--- config.mk ---
export PLATFORM = sky130hd
export DESIGN_NAME = crc_frame_ctrl_flat
export DESIGN_NICKNAME = d
export VERILOG_FILES = /design/src/rtl/crc_frame_pkg.sv /design/src/rtl/crc_frame_ctrl_if.sv /design/src/rtl/crc8_next.sv /design/src/rtl/crc_frame_ctrl.sv /design/src/flat_wrapper.sv
export SDC_FILE = /design/constraint.sdc
export NUM_CORES = 1
export LEC_CHECK = 0
export ABC_CLOCK_PERIOD_IN_PS = 4380
export BUFFER_PORTS_ARGS = -buffer_cell sky130_fd_sc_hd__buf_2
export CAP_MARGIN = 20
export CORE_ASPECT_RATIO = 1.25
export CORE_MARGIN = 2
export CORE_UTILIZATION = 61
export DETAILED_ROUTE_END_ITERATION = 16
export GPL_TIMING_DRIVEN = 0
export PLACE_DENSITY = 0.86
export SLEW_MARGIN = 0
export SYNTH_ARGS = -nofsm -noshare
export SYNTH_HDL_FRONTEND = slang
export SYNTH_SLANG_ARGS = --single-unit
--- constraint.sdc ---
create_clock -name clk -period 4.38 [get_ports clk]
set_input_delay 0.876 -clock clk [delete_from_list [all_inputs] [get_ports clk]]
set_output_delay 0.876 -clock clk [all_outputs]
set_load 0.1 [all_outputs]
--- src/rtl/crc_frame_pkg.sv ---
// Shared types and the bit-serial CRC-8 step used by the egress CRC sequencer.
package crc_frame_pkg;

  typedef enum logic [1:0] {
    IDLE    = 2'd0,
    PAYLOAD = 2'd1,
    APPEND  = 2'd2,
    DROP    = 2'd3
  } state_e;

  localparam logic [7:0] CRC_SEED_DEFAULT = 8'hE7;
  localparam logic [7:0] CRC_POLY_DEFAULT = 8'hAB;

  // Data bits enter LSB first at the bottom of the register; no reflection, no final XOR.
  function automatic logic [7:0] crc8_step(input logic [7:0] c,
                                           input logic [7:0] d,
                                           input logic [7:0] poly = CRC_POLY_DEFAULT);
    logic [7:0] r;
    r = c;
    for (int i = 0; i < 8; i++) begin
      r = {r[6:0], d[i]} ^ (r[7] ? poly : 8'h00);
    end
    return r;
  endfunction

endpackage

--- src/rtl/crc_frame_ctrl_if.sv ---
// Byte stream with packet delimiters; master drives data, slave drives ready.
interface crc_frame_ctrl_if;
  logic       valid;
  logic       ready;
  logic [7:0] data;
  logic       sop;
  logic       eop;

  modport master (output valid, output data, output sop, output eop, input ready);
  modport slave  (input valid, input data, input sop, input eop, output ready);
endinterface

--- src/rtl/crc8_next.sv ---
// One-byte combinational CRC-8 advance with a configurable polynomial.
module crc8_next
  import crc_frame_pkg::*;
#(
  parameter logic [7:0] POLY = CRC_POLY_DEFAULT
) (
  input  logic [7:0] crc_in,
  input  logic [7:0] data_in,
  output logic [7:0] crc_out
);

  assign crc_out = crc8_step(crc_in, data_in, POLY);

endmodule

--- src/rtl/crc_frame_ctrl.sv ---
// Egress CRC sequencer: forwards payload bytes, appends a CRC-8 byte per packet,
// and polices SOP/EOP framing and maximum payload length.
module crc_frame_ctrl
  import crc_frame_pkg::*;
#(
  parameter int unsigned MAX_LEN  = 255,
  parameter int unsigned LEN_W    = 8,
  parameter logic [7:0]  CRC_SEED = CRC_SEED_DEFAULT,
  parameter logic [7:0]  CRC_POLY = CRC_POLY_DEFAULT
) (
  input  logic              clk,
  input  logic              reset,
  crc_frame_ctrl_if.slave   in_if,
  crc_frame_ctrl_if.master  out_if,
  output logic              err_framing,
  output logic              err_oversize,
  output logic [15:0]       pkt_count
);

  localparam logic [LEN_W-1:0] MAX_LEN_W = LEN_W'(MAX_LEN);
  localparam logic [LEN_W-1:0] ONE_W     = LEN_W'(1);
  localparam bit               SOP_FULL  = (ONE_W == MAX_LEN_W);

  state_e           state_q, state_d;
  logic [7:0]       crc_q, crc_d;
  logic [LEN_W-1:0] len_q, len_d, len_inc;
  logic             poison_q, poison_d;
  logic             oversize_q, oversize_d;
  logic             out_valid_q, out_valid_d;
  logic [7:0]       out_data_q, out_data_d;
  logic             out_sop_q, out_sop_d;
  logic             out_eop_q, out_eop_d;
  logic             err_framing_q, err_framing_d;
  logic             err_oversize_q, err_oversize_d;
  logic [15:0]      pkt_count_q, pkt_count_d;

  logic             slot_free;
  logic             in_ready;
  logic             accept;
  logic             start_pkt;
  logic             out_fire;
  logic [7:0]       crc_base;
  logic [7:0]       crc_step;

  assign slot_free = !out_valid_q || out_if.ready;
  assign accept    = in_if.valid && in_ready;
  assign out_fire  = out_valid_q && out_if.ready && out_eop_q;
  assign len_inc   = len_q + ONE_W;

  // Only PAYLOAD continues a running CRC; every other state can only start a packet.
  assign crc_base = (state_q == PAYLOAD) ? crc_q : CRC_SEED;

  crc8_next #(
    .POLY (CRC_POLY)
  ) u_crc8_next (
    .crc_in  (crc_base),
    .data_in (in_if.data),
    .crc_out (crc_step)
  );

  always_comb begin
    in_ready = 1'b0;
    case (state_q)
      IDLE:    in_ready = slot_free;
      PAYLOAD: in_ready = slot_free && !in_if.sop;
      APPEND:  in_ready = 1'b0;
      // A SOP in DROP starts a packet immediately, so it must wait for the output slot.
      DROP:    in_ready = !in_if.sop || slot_free;
      default: in_ready = 1'b0;
    endcase
  end

  always_comb begin
    state_d        = state_q;
    crc_d          = crc_q;
    len_d          = len_q;
    poison_d       = poison_q;
    oversize_d     = oversize_q;
    out_valid_d    = out_valid_q;
    out_data_d     = out_data_q;
    out_sop_d      = out_sop_q;
    out_eop_d      = out_eop_q;
    err_framing_d  = 1'b0;
    err_oversize_d = 1'b0;
    pkt_count_d    = pkt_count_q + 16'(out_fire);
    start_pkt      = 1'b0;

    if (slot_free) begin
      out_valid_d = 1'b0;
    end

    case (state_q)
      IDLE: begin
        if (accept) begin
          if (in_if.sop) begin
            start_pkt = 1'b1;
          end else begin
            err_framing_d = 1'b1;
          end
        end
      end

      PAYLOAD: begin
        if (in_if.valid && in_if.sop) begin
          err_framing_d = 1'b1;
          poison_d      = 1'b1;
          state_d       = APPEND;
        end else if (accept) begin
          crc_d       = crc_step;
          len_d       = len_inc;
          out_valid_d = 1'b1;
          out_data_d  = in_if.data;
          out_sop_d   = 1'b0;
          out_eop_d   = 1'b0;
          if (in_if.eop) begin
            state_d = APPEND;
          end else if (len_inc == MAX_LEN_W) begin
            err_oversize_d = 1'b1;
            poison_d       = 1'b1;
            oversize_d     = 1'b1;
            state_d        = APPEND;
          end
        end
      end

      APPEND: begin
        if (slot_free) begin
          out_valid_d = 1'b1;
          out_data_d  = poison_q ? ~crc_q : crc_q;
          out_sop_d   = 1'b0;
          out_eop_d   = 1'b1;
          state_d     = oversize_q ? DROP : IDLE;
        end
      end

      DROP: begin
        if (accept) begin
          if (in_if.sop) begin
            start_pkt = 1'b1;
          end else if (in_if.eop) begin
            state_d = IDLE;
          end
        end
      end

      default: state_d = IDLE;
    endcase

    if (start_pkt) begin
      crc_d       = crc_step;
      len_d       = ONE_W;
      poison_d    = 1'b0;
      oversize_d  = 1'b0;
      out_valid_d = 1'b1;
      out_data_d  = in_if.data;
      out_sop_d   = 1'b1;
      out_eop_d   = 1'b0;
      if (in_if.eop) begin
        state_d = APPEND;
      end else if (SOP_FULL) begin
        err_oversize_d = 1'b1;
        poison_d       = 1'b1;
        oversize_d     = 1'b1;
        state_d        = APPEND;
      end else begin
        state_d = PAYLOAD;
      end
    end
  end

  always_ff @(posedge clk or posedge reset) begin
    if (reset) begin
      state_q        <= IDLE;
      crc_q          <= CRC_SEED;
      len_q          <= '0;
      poison_q       <= 1'b0;
      oversize_q     <= 1'b0;
      out_valid_q    <= 1'b0;
      out_data_q     <= 8'h00;
      out_sop_q      <= 1'b0;
      out_eop_q      <= 1'b0;
      err_framing_q  <= 1'b0;
      err_oversize_q <= 1'b0;
      pkt_count_q    <= 16'h0000;
    end else begin
      state_q        <= state_d;
      crc_q          <= crc_d;
      len_q          <= len_d;
      poison_q       <= poison_d;
      oversize_q     <= oversize_d;
      out_valid_q    <= out_valid_d;
      out_data_q     <= out_data_d;
      out_sop_q      <= out_sop_d;
      out_eop_q      <= out_eop_d;
      err_framing_q  <= err_framing_d;
      err_oversize_q <= err_oversize_d;
      pkt_count_q    <= pkt_count_d;
    end
  end

  assign in_if.ready  = in_ready;
  assign out_if.valid = out_valid_q;
  assign out_if.data  = out_data_q;
  assign out_if.sop   = out_sop_q;
  assign out_if.eop   = out_eop_q;
  assign err_framing  = err_framing_q;
  assign err_oversize = err_oversize_q;
  assign pkt_count    = pkt_count_q;

endmodule
--- src/flat_wrapper.sv ---
// flat-port wrapper written by rule: the top's interface ports become plain ports
module crc_frame_ctrl_flat import crc_frame_pkg::*;
#(
  parameter int unsigned MAX_LEN  = 255,
  parameter int unsigned LEN_W    = 8,
  parameter logic [7:0]  CRC_SEED = CRC_SEED_DEFAULT,
  parameter logic [7:0]  CRC_POLY = CRC_POLY_DEFAULT
)
  (clk, reset, err_framing, err_oversize, pkt_count, in_if_valid, in_if_data, in_if_sop, in_if_eop, in_if_ready, out_if_valid, out_if_data, out_if_sop, out_if_eop, out_if_ready);
  crc_frame_ctrl_if in_if_i ();
  crc_frame_ctrl_if out_if_i ();
  input  logic clk;
  input  logic reset;
  output logic err_framing;
  output logic err_oversize;
  output logic [15:0] pkt_count;
  input wire logic [$bits(in_if_i.valid)-1:0] in_if_valid;
  input wire logic [$bits(in_if_i.data)-1:0] in_if_data;
  input wire logic [$bits(in_if_i.sop)-1:0] in_if_sop;
  input wire logic [$bits(in_if_i.eop)-1:0] in_if_eop;
  output wire logic [$bits(in_if_i.ready)-1:0] in_if_ready;
  output wire logic [$bits(out_if_i.valid)-1:0] out_if_valid;
  output wire logic [$bits(out_if_i.data)-1:0] out_if_data;
  output wire logic [$bits(out_if_i.sop)-1:0] out_if_sop;
  output wire logic [$bits(out_if_i.eop)-1:0] out_if_eop;
  input wire logic [$bits(out_if_i.ready)-1:0] out_if_ready;
  assign in_if_i.valid = in_if_valid;
  assign in_if_i.data = in_if_data;
  assign in_if_i.sop = in_if_sop;
  assign in_if_i.eop = in_if_eop;
  assign in_if_ready = in_if_i.ready;
  assign out_if_valid = out_if_i.valid;
  assign out_if_data = out_if_i.data;
  assign out_if_sop = out_if_i.sop;
  assign out_if_eop = out_if_i.eop;
  assign out_if_i.ready = out_if_ready;
  crc_frame_ctrl #(.MAX_LEN(MAX_LEN), .LEN_W(LEN_W), .CRC_SEED(CRC_SEED), .CRC_POLY(CRC_POLY)) u_core (.clk(clk), .reset(reset), .in_if(in_if_i), .out_if(out_if_i), .err_framing(err_framing), .err_oversize(err_oversize), .pkt_count(pkt_count));
endmodule
==> key figures <==
Run status
  – Status: finished, final reports clean

Logic synthesis
  – Yosys reg bits: 49
  – Share of the synthesized area in the top cell type: 0.368
  – Register area share after synthesis: 0.422
  – Syn nets: 318
  – Avg Inst Size Synth: 9.90 um2
  – Synth area leaders: dfrtp_1, xnor2_1, dfstp_2
  – Post-synth top area cell: dfrtp_1
  – Fraction of registers with async set/reset: 1.00
  – Syn. warnings: 0
  – Mapped Cells: 295
  – Number of synthesized flops with an enable pin: 0
  – Cell Area, Synth: 0.00292 mm2
  – Netlist cell types: 51
  – Primary FF master, synth: dfrtp_1

Drt
  – Vias: 2335
  – Final wirelength: 5950 um
  – Antenna Nets Post-Route: 0
  – 1st-pass router iterations: 4
  – DR WL/cell: 14.7 um
  – Vias per inst: 5.75
  – DRC violations left: 0
  – Initial DRC count: approximately 110

Layout
  – ANT cells: 0
  – Final net count: 368
  – Area growth from synthesis to layout: 14.6%
  – Post-Layout Cell Count: 406
  – Layout cell share with drive strength beyond 1: 0.228
  – Final instance area: 0.00335 mm2

Place
  – Port Buffer Count: 42
  – Placed Cells incl. Taps: 398
  – Placed Instance Area: 0.00323 mm2
  – HPWL Detailed: 4460 um
  – Worst slack at placement: approximately 1.4 ns
  – Placer Congestion: 0.861

STA
  – Final Hold Viols: 0
  – Worst Max-Slew Pin Slew: between 0.9 and 1 ns
  – Pins Over Slew Limit: 0
  – Max-slew headroom: 0.338
  – Fmax: 0.337 GHz
  – RSZ-0062 raised after global routing: no
  – Final worst slack: ~1.4 ns
  – Tcrit/Tclk final: 0.678
  – Clock skew: 0.00540 ns
  – Post-route setup TNS: 0 ns
  – Final setup fails: 0
  – Final worst path period need: 2.97 ns

Pwr
  – Pwr dens: 845 mW/mm2
  – Leak: 1.53 nW
  – Final Power: between 2 and 3 mW
  – Maximum vdd drop: 0.842 mV

Critical path
  – Startpoint types: flip-flop
  – CP top delay family: simple AND/OR/NAND/NOR gates
  – Critical Path RT: 3.50 ns
  – R2r setup slk: 1.50 ns
  – Worst r2r src: u_core.state_q[0]
  – CP endpoint kind: output pin
  – Buffers plus inverters on the worst setup path: 2
  – Crit path DAT: 2.10 ns
  – Cell Chain, Critical Path: inv_1 > ha_1 > nor2_1 > a21oi_1 > or2_2 > buf_2
  – Crit path max fanout: 5
  – Critical path type: reg -> out
  – Worst R2R End: u_core.out_if.data[0]
  – Worst path max stage delay: 0.42 ns
  – R2r worst-path depth: 6
  – Slowest cell on crit path: dfrtp_1

Min path
  – HP Start: u_core.pkt_count[15]
  – Hold depth: 1
  – Hold path endpoint: u_core.pkt_count[15]
  – Class of the worst hold path: reg -> reg

Clocking
  – Worst-skew pair later-pin latency: ~0.3 ns
  – TritonCTS clock tree: done
  – Post-cts resize count: 0
  – Clock-pin slew on the worst setup and hold paths: 0.09 ns
  – H-tree levels: 2
  – Setup Buffers After CTS: 0
  – Longest Clk Path Bufs: 2
  – CTS Buf Count: 5
  – Clk sink count: 49
  – Hold buffer count at cts: 0
  – Clk root buf: clkbuf_8

Run
  – Max-cap viol count: 0

Die
  – Cell Rows: 28
  – Initial core utilization: 0.627
  – Die H: 81.4 um
  – I/O pin count: 44
  – Die area: 0.00536 mm2
  – Die X: between 60 and 70 um
  – Total core area: 0.00466 mm2

GRT
  – Gr usage total: 0.244
  – Vias in the first global route: 2312
  – Global-route wire length before repair: 10100 um
  – Largest net degree at the start of global routing: 35
  – Initial antenna violation count: 0
  – Total gr overflow: 0
-- worst max path at each step --
| stage | endpoint | depth (start not counted) | start |
|---|---|---|---|
| after global routing | in_if_ready | 6 | u_core.state_q[0] |
| final | in_if_ready | 6 | u_core.state_q[0] |
| after global placement | u_core.out_if.data[0] | 7 | out_if_ready |
| after CTS | in_if_ready | 6 | u_core.state_q[0] |
| after floorplan | u_core.state_q[1] | 7 | u_core.out_if.valid |
| after detailed placement | u_core.out_if.data[0] | 7 | out_if_ready |
-- where the power goes --
group / switching, mW / internal [mW]
Clock: 0.149 / 0.186
Sequential: 0.108 / 0.605
Combinational: 1.16 / 0.616
-- metal layers --
layer  share of wire  vias up  GRT usage
met1            0.41     1109      0.276
met2            0.51       79      0.440
met4           0.031        0      0.115
met3           0.048       20     0.0416
li1                -     1127          -
met5               0        -          0
-- Yosys cell counts, types with 2 or more instances --
library cell	n
a211oi_1	2
a21o_1	2
a21oi_1	13
a221o_1	2
a22o_2	2
a31oi_1	2
and2_0	2
and2_1	2
and3_1	4
and4_1	2
buf_6	2
clkbuf_1	10
dfrtp_1	43
dfstp_2	6
ha_1	9
inv_1	11
mux2_2	6
mux2i_1	6
nand2_1	25
nand2b_1	7
nand3_1	12
nand4_1	5
nor2_1	17
nor2b_1	3
nor3_1	3
o211ai_1	5
o21ai_0	23
o31ai_1	4
or2_2	2
or3_1	2
xnor2_1	36
xnor3_1	2
xor2_1	5
-- stage by stage --
stage | util | hold slack [ns]
2_1_floorplan | - | 0.445
3_3_place_gp | 0.688 | 0.456
3_5_place_dp | 0.693 | 0.465
4_1_cts | 0.718 | 0.482
5_1_grt | 0.718 | 0.507
6_report | 0.718 | 0.476
-- worst register-to-register path: stages, from the launching register on --
cell      delay (ns)
dfrtp_1         0.42
inv_1           0.10
ha_1            0.43
o41ai_1         0.94
clkbuf_1        0.37
o21ai_0         0.21
mux2_2          0.30
-- kinds of logic (layout without fill, tap and decap cells) --
logic type	count (synthesis)	count (layout)	synth area share
AND/OR/NAND/NOR	91	91	0.157
AO/OA/AOI/OAI	64	64	0.149
flip-flops	49	49	0.422
XOR/XNOR	44	44	0.146
buffers and inverters	25	76	0.0377
multiplexers	13	13	0.0488
adder cells (fa/ha/maj)	9	9	0.0385
-- flip-flops by register name, indices dropped and copies added, names as in the netlist, 2 cells and up --
name,cells
u_core.crc_q,8
u_core.pkt_count,16
u_core.state_q,2
u_core.out_if.data,8
u_core.len_q,8
-- final cells by class --
type                    instances  area (um2)
plain buffers                  14        68.8
multi-input cells             221        1580
fillers                       344        1310
inverters                      11        41.3
flip-flops and latches         49        1230
clock buffers                   6        82.6
repair buffers                 43         230
well taps                      60        75.1
clock inverters                 2        37.5
-- layout by cell type, fill, tap and decap left out, types with 2 or more instances in the layout --
cell / synthesis / layout
a211oi_1: 2 / 2
a21o_1: 2 / 2
a21oi_1: 13 / 13
a221o_1: 2 / 2
a22o_2: 2 / 2
a31oi_1: 2 / 2
and2_0: 2 / 2
and2_1: 2 / 2
and3_1: 4 / 4
and4_1: 2 / 2
buf_2: 0 / 42
buf_6: 2 / 2
clkbuf_1: 10 / 10
clkbuf_8: 0 / 6
dfrtp_1: 43 / 43
dfstp_2: 6 / 6
ha_1: 9 / 9
inv_1: 11 / 10
mux2_2: 6 / 6
mux2i_1: 6 / 6
nand2_1: 25 / 25
nand2b_1: 7 / 7
nand3_1: 12 / 12
nand4_1: 5 / 5
nor2_1: 17 / 17
nor2b_1: 3 / 3
nor3_1: 3 / 3
o211ai_1: 5 / 5
o21ai_0: 23 / 23
o31ai_1: 4 / 4
or2_2: 2 / 2
or3_1: 2 / 2
xnor2_1: 36 / 36
xnor3_1: 2 / 2
xor2_1: 5 / 5
Power figures use the tool's default switching activity.
